File: src/rtl/fifo_wr_ingress.sv
// fifo_wr_ingress: write-side ingress of the async FIFO; 2-entry skid buffer feeding
// the write controller, plus conservative fill level / almost-full from the synced read pointer.
`default_nettype none

module fifo_wr_ingress #(
  parameter int ADDRLEN   = 4,
  parameter int DWIDTH    = 8,
  parameter int AF_THRESH = 6
) (
  input  logic               wclk,
  input  logic               wrst_n,
  input  logic               in_valid_i,
  input  logic [DWIDTH-1:0]  in_data_i,
  output logic               in_ready_o,
  input  logic               full_i,
  input  logic [ADDRLEN-1:0] syn_rptr_i,
  output logic               winc_o,
  output logic [DWIDTH-1:0]  wdata_o,
  output logic [ADDRLEN-1:0] wr_level_o,
  output logic               almost_full_o,
  output logic [1:0]         buf_count_o
);

  // State encoding doubles as the buffer occupancy.
  localparam logic [1:0] S_EMPTY = 2'd0;
  localparam logic [1:0] S_ONE   = 2'd1;
  localparam logic [1:0] S_TWO   = 2'd2;

  localparam logic [ADDRLEN-1:0] AF_LEVEL = ADDRLEN'(AF_THRESH);

  logic [1:0]         state;
  logic [1:0]         state_next;
  logic [DWIDTH-1:0]  head;
  logic [DWIDTH-1:0]  skid;
  logic [ADDRLEN-1:0] wcnt;
  logic [ADDRLEN-1:0] wcnt_next;
  logic [ADDRLEN-1:0] rbin;
  logic [ADDRLEN-1:0] level_next;
  logic               push;
  logic               pop;

  assign winc_o      = (state != S_EMPTY) & ~full_i;
  assign wdata_o     = head;
  assign buf_count_o = state;
  assign pop         = winc_o;
  assign push        = in_valid_i & in_ready_o;

  always_comb begin
    state_next = state;
    case (state)
      S_EMPTY: if (push) state_next = S_ONE;
      S_ONE: begin
        if (push & ~pop)      state_next = S_TWO;
        else if (pop & ~push) state_next = S_EMPTY;
      end
      S_TWO:   if (pop) state_next = S_ONE;
      default: state_next = S_EMPTY;
    endcase
  end

  always_ff @(posedge wclk or negedge wrst_n) begin
    if (!wrst_n) begin
      state      <= S_EMPTY;
      head       <= '0;
      skid       <= '0;
      in_ready_o <= 1'b0;
    end else begin
      state      <= state_next;
      // Ready is registered so full_i never reaches the producer combinationally.
      in_ready_o <= (state_next != S_TWO);
      case (state)
        S_EMPTY: if (push) head <= in_data_i;
        S_ONE: begin
          if (push & pop)       head <= in_data_i;
          else if (push & ~pop) skid <= in_data_i;
        end
        S_TWO:   if (pop) head <= skid;
        default: ;
      endcase
    end
  end

  always_comb begin
    rbin = '0;
    for (int i = 0; i < ADDRLEN; i++) begin
      rbin[i] = ^(syn_rptr_i >> i);
    end
  end

  // Modular subtraction handles pointer wrap; a stale read pointer only over-reports.
  assign wcnt_next  = wcnt + {{(ADDRLEN-1){1'b0}}, pop};
  assign level_next = wcnt_next - rbin;

  always_ff @(posedge wclk or negedge wrst_n) begin
    if (!wrst_n) begin
      wcnt          <= '0;
      wr_level_o    <= '0;
      almost_full_o <= 1'b0;
    end else begin
      wcnt          <= wcnt_next;
      wr_level_o    <= level_next;
      almost_full_o <= (level_next >= AF_LEVEL);
    end
  end

endmodule

`default_nettype wire

File: config.mk
export PLATFORM = sky130hd
export DESIGN_NAME = fifo_wr_ingress
export DESIGN_NICKNAME = d
export VERILOG_FILES = /design/src/rtl/fifo_wr_ingress.sv
export SDC_FILE = /design/constraint.sdc
export NUM_CORES = 1
export LEC_CHECK = 0
export ABC_AREA = 1
export BUFFER_PORTS_ARGS = -buffer_cell sky130_fd_sc_hd__buf_2
export CORE_UTILIZATION = 56
export DETAILED_ROUTE_END_ITERATION = 6
export PLACE_DENSITY = 0.86
export SLEW_MARGIN = 20
export SYNTH_ARGS = -nofsm -noshare
export SYNTH_HDL_FRONTEND = slang
export SYNTH_SLANG_ARGS = --single-unit
File: constraint.sdc
create_clock -name wclk -period 4.3 [get_ports wclk]
set_input_delay 0.215 -clock wclk [delete_from_list [all_inputs] [get_ports wclk]]
set_output_delay 0.215 -clock wclk [all_outputs]
set_load 0.02 [all_outputs]
==> reports/summary.txt <==
POWER AND IR DROP
------------------------------------------------------------------------------------
Power per cell area                                                       739 nW/um2
Sequential share of power                                                      38.5%
Part of the total power dissipated in combinational logic                      52.8%
Design Power                                                                 1.18 mW
Internal power contribution                                                   657 uW
Leakage Power                                                               0.837 nW
Net load switching power                                                      528 uW
Maximum VDD drop                                                          0.000413 V
Switching fraction of total power                                              44.6%
Clock group share of total power                                                8.7%

DRT
------------------------------------------------------------------------------------
Vias per inst                                                                   4.98
Number of vias after detailed routing                                          1,016
DRC violations left                                                                0
Number of antenna-violating nets in the routed design                              0
Detailed-routing iteration count for the pre-antenna-repair pass                   3
Iter 0 DRT Violations                                                             13
Routed wire length per instance                                              11.6 um
Final WL                                                                     2.36 mm

WORST SETUP PATH
------------------------------------------------------------------------------------
Endpoint kind of the worst setup timing path                                register
Worst EP required                                                            4.56 ns
Critical path data arrival time                                              2.53 ns
Critical-path top delay cell                                            sky130_fd_sc_hd__dfrtp_1
Critical Path Source                                                    buf_count_o[1]$_DFF_PN0_
Most used cell, CP                                                      sky130_fd_sc_hd__ha_1
Largest stage delay on the critical path                                     0.46 ns
Peak fanout along the critical path                                                4
Ordered list of cells on the worst path                                 inv_1 -> nand2_1 -> nand2_1 -> inv_1 -> ha_1 -> ha_1 -> xor2_1 -> ha_1 -> a21oi_1 -> nor2b_1 -> nand3_1 -> nand3_1
Largest delay contributor family on the critical path                    adder cells
WS Path Type                                                            register to register
Reg-to-reg critical path startpoint                                     buf_count_o[1]$_DFF_PN0_
Type of origin of the critical path                                         register
Buffers and inverters on the worst path                                            2

OUTCOME
------------------------------------------------------------------------------------
Run status                                                              complete, no violations

PLACE
------------------------------------------------------------------------------------
Input/output buffers                                                              32
Number of instances in the placed design                                         200
Placed wire-length estimate after detailed placement                         1.80 mm
Weighted congestion at the end of routability-driven global placement          0.776

STA
------------------------------------------------------------------------------------
Peak clock frequency supported by timing                                   0.440 GHz
Clock Skews                                                               0.00450 ns
Worst rel slew slack                                                           60.5%
Period utilisation layout                                                      52.8%
Final number of hold-violating endpoints                                           0
Min Tclk post-route                                                          2.27 ns
Final number of setup-violating endpoints                                          0
Final setup TNS                                                                 0 ns
Slew at the pin closest to its max-slew limit                               0.592 ns
Unrepaired setup endpoints after global routing                                false
Fin. max-slew vios                                                                 0

LOGIC SYNTHESIS
------------------------------------------------------------------------------------
Fraction of post-synthesis cell area in the top cell type by area              49.7%
Async set or reset register ratio after synthesis                               100%
Largest area contributor in the synthesized netlist                     sky130_fd_sc_hd__dfrtp_1
Cell with the most instances after synthesis                            sky130_fd_sc_hd__dfrtp_1
Post-synth top cells                                                    sky130_fd_sc_hd__dfrtp_1 (28), sky130_fd_sc_hd__nand2_1 (24), sky130_fd_sc_hd__inv_1 (19), sky130_fd_sc_hd__a21oi_2 (11), sky130_fd_sc_hd__nor2_1 (11)
Number of nets produced by synthesis                                             165
Synthesized flop and latch total                                                  28
Synth cell types                                                                  28
Synthesized area divided by synthesized cell count                          9.86 um2
Sequential share of the synthesized area                                       49.7%
Dominant register cell in the synthesized netlist                       sky130_fd_sc_hd__dfrtp_1
Instance count of the mapped netlist                                             143
Ys Warns                                                                           0
Number of synthesized flops with an enable pin                                     0
Most area-consuming cells after synthesis                               sky130_fd_sc_hd__dfrtp_1 (50%), sky130_fd_sc_hd__a21oi_2 (6.8%), sky130_fd_sc_hd__nand2_1 (6.4%), sky130_fd_sc_hd__inv_1 (5.1%), sky130_fd_sc_hd__ha_1 (4.4%)
Post-synthesis instance area                                                1410 um2

CLOCKING
------------------------------------------------------------------------------------
Total of cells resized after clock tree synthesis                                  0
# Post-CTS Setup Buffers                                                           0
CTS buffer count                                                                   3
Maximum level of the CTS H-tree                                                    1
Clock buffer depth                                                                 2
CTS Sinks                                                                         28
Clk slew on worst S/H paths                                                  0.14 ns
Clock root buffer                                                       sky130_fd_sc_hd__clkbuf_4
CTS tree                                                                       built
Latest clock arrival within the worst-skew pair                              0.31 ns

DIE
------------------------------------------------------------------------------------
X dimension of the die                                                       52.2 um
Die extent in y                                                              52.2 um
Initial standard-cell utilization of the core                                  61.4%
Top-level port count                                                              33
Placement Rows                                                                    17
Total Die Area                                                              2720 um2
Core Region                                                                 2300 um2

GLOBAL ROUTING
------------------------------------------------------------------------------------
Number of global-route vias before repair                                        978
Overall track demand over capacity in global routing                           20.3%
Wire length of the first global-routing pass                                 4.00 mm
Largest net degree at the start of global routing                                 29
Antenna violations before repair                                                   0
Overflow after GRT                                                                 0

RUN
------------------------------------------------------------------------------------
Maximum Capacitance Violations                                                     0

MIN PATH
------------------------------------------------------------------------------------
Classification of the worst-slack hold path                             input port to register
Min-delay src                                                           in_data_i[2]

LAYOUT
------------------------------------------------------------------------------------
Nets                                                                             200
Diodes inserted                                                                    0
Layout cells sized above 1                                                     34.1%
Final instance count without filler cells                                        204
Post-synthesis to final-layout area growth                                     13.6%

==> final cells by class <==
type	count	area (um2)
Clock buffer	3	22.5
Fill cell	192	696
Inverter	20	75.1
Multi-Input combinational cell	92	598
Sequential cell	28	701
Tap cell	28	35.0
Timing Repair Buffer	33	170
==> registers in the layout, indices dropped and copies added, names as in the netlist <==
name and flops:
skid 8, wdata_o 8, wcnt 4, wr_level_o 4, buf_count_o 2, almost_full_o 1
in_ready_o 1
==> cells by family after synthesis <==
logic type / share of synthesized area (%)
buffers and inverters: 7.90
AND/OR/NAND/NOR: 16.0
XOR/XNOR: 4.26
AO/OA/AOI/OAI: 16.3
adder cells (fa/ha/maj): 5.86
flip-flops: 49.7
==> metrics by stage <==
stage / area (um2) / setup slack (ns) / hold WS (ns) / util (%)
final: 1600 / 2.03 / 0.144 / 69.7
after global routing: 1600 / 1.80 / 0.140 / 69.7
after CTS: 1600 / 2.01 / 0.135 / 69.7
after detailed placement: 1570 / 2.04 / 0.263 / 68.3
after global placement: 1570 / 2.16 / 0.251 / 68.3
after floorplan: 1410 / 2.03 / -0.0806 / -
==> worst reg2reg max path: cells and delay by family (launching register included) <==
family	cells	cell delay (ns)
adders and majority gates	3	0.74
and+or+nand+nor	5	0.47
DFF	1	0.46
buffers and inverters	2	0.18
xor gates and xnor gates	1	0.18
AOI/OAI and AO/OA	1	0.17
==> metal layers <==
| metal | global-route usage [%] | vias to the layer above | wire, um | share of wire [%] |
|---|---|---|---|---|
| met3 | 2.61 | 2 | 62 | 2.6 |
| met2 | 39.3 | 16 | 1270 | 54 |
| met1 | 22.0 | 468 | 1010 | 43 |
| met4 | 7.89 | 0 | 17 | 0.72 |
| li1 | - | 530 | - | - |
| met5 | 0 | - | 0 | 0 |
==> timing repair <==
action	4_1_cts	5_1_grt
hold endpoints to repair	28	0
endpoints found under the setup margin	0	0
hold buffers	1	0
==> placed cells by master (no fill, tap or decap), types with 2 or more instances in the layout <==
master | Yosys | layout
sky130_fd_sc_hd__a21oi_2 | 11 | 11
sky130_fd_sc_hd__xnor2_1 | 2 | 2
sky130_fd_sc_hd__o21a_1 | 3 | 3
sky130_fd_sc_hd__nand3_1 | 7 | 7
sky130_fd_sc_hd__nand2_2 | 2 | 2
sky130_fd_sc_hd__dfrtp_1 | 28 | 28
sky130_fd_sc_hd__ha_1 | 5 | 5
sky130_fd_sc_hd__o21ai_2 | 5 | 5
sky130_fd_sc_hd__clkbuf_4 | 0 | 3
sky130_fd_sc_hd__xor2_1 | 3 | 3
sky130_fd_sc_hd__inv_1 | 19 | 19
sky130_fd_sc_hd__nor2_1 | 11 | 11
sky130_fd_sc_hd__nand2_1 | 24 | 24
sky130_fd_sc_hd__nor2_2 | 2 | 2
sky130_fd_sc_hd__buf_2 | 1 | 32
sky130_fd_sc_hd__o21ai_1 | 5 | 5
sky130_fd_sc_hd__o21ai_0 | 3 | 3
==> path summary, 6_finish.rpt <==
| check | slack (ns) | endpoint | cells after the start |
|---|---|---|---|
| setup / recovery | 2.03 | almost_full_o$_DFF_PN0_ | 12 |
| max in group asynchronous | 3.50 | skid[4]$_DFFE_PN0P_ | 2 |
| hold reg to reg | 0.50 | skid[6]$_DFFE_PN0P_ | 2 |
| setup reg to reg | 2.03 | almost_full_o$_DFF_PN0_ | 12 |
| hold / removal | 0.14 | skid[2]$_DFFE_PN0P_ | 3 |
| min in group asynchronous | 0.41 | wdata_o[0]$_DFFE_PN0P_ | 2 |
==> power by group through the flow <==
stage | sequential [mW] | combinational (mW) | clock (mW)
finish | 0.456 | 0.626 | 0.103
floorplan | 0.550 | 0.401 | 0
global placement | 0.456 | 0.608 | 0
global route | 0.470 | 0.712 | 0.116
detailed placement | 0.463 | 0.637 | 0
CTS | 0.456 | 0.639 | 0.109
Note: power is estimated with default switching activity, not from simulation.
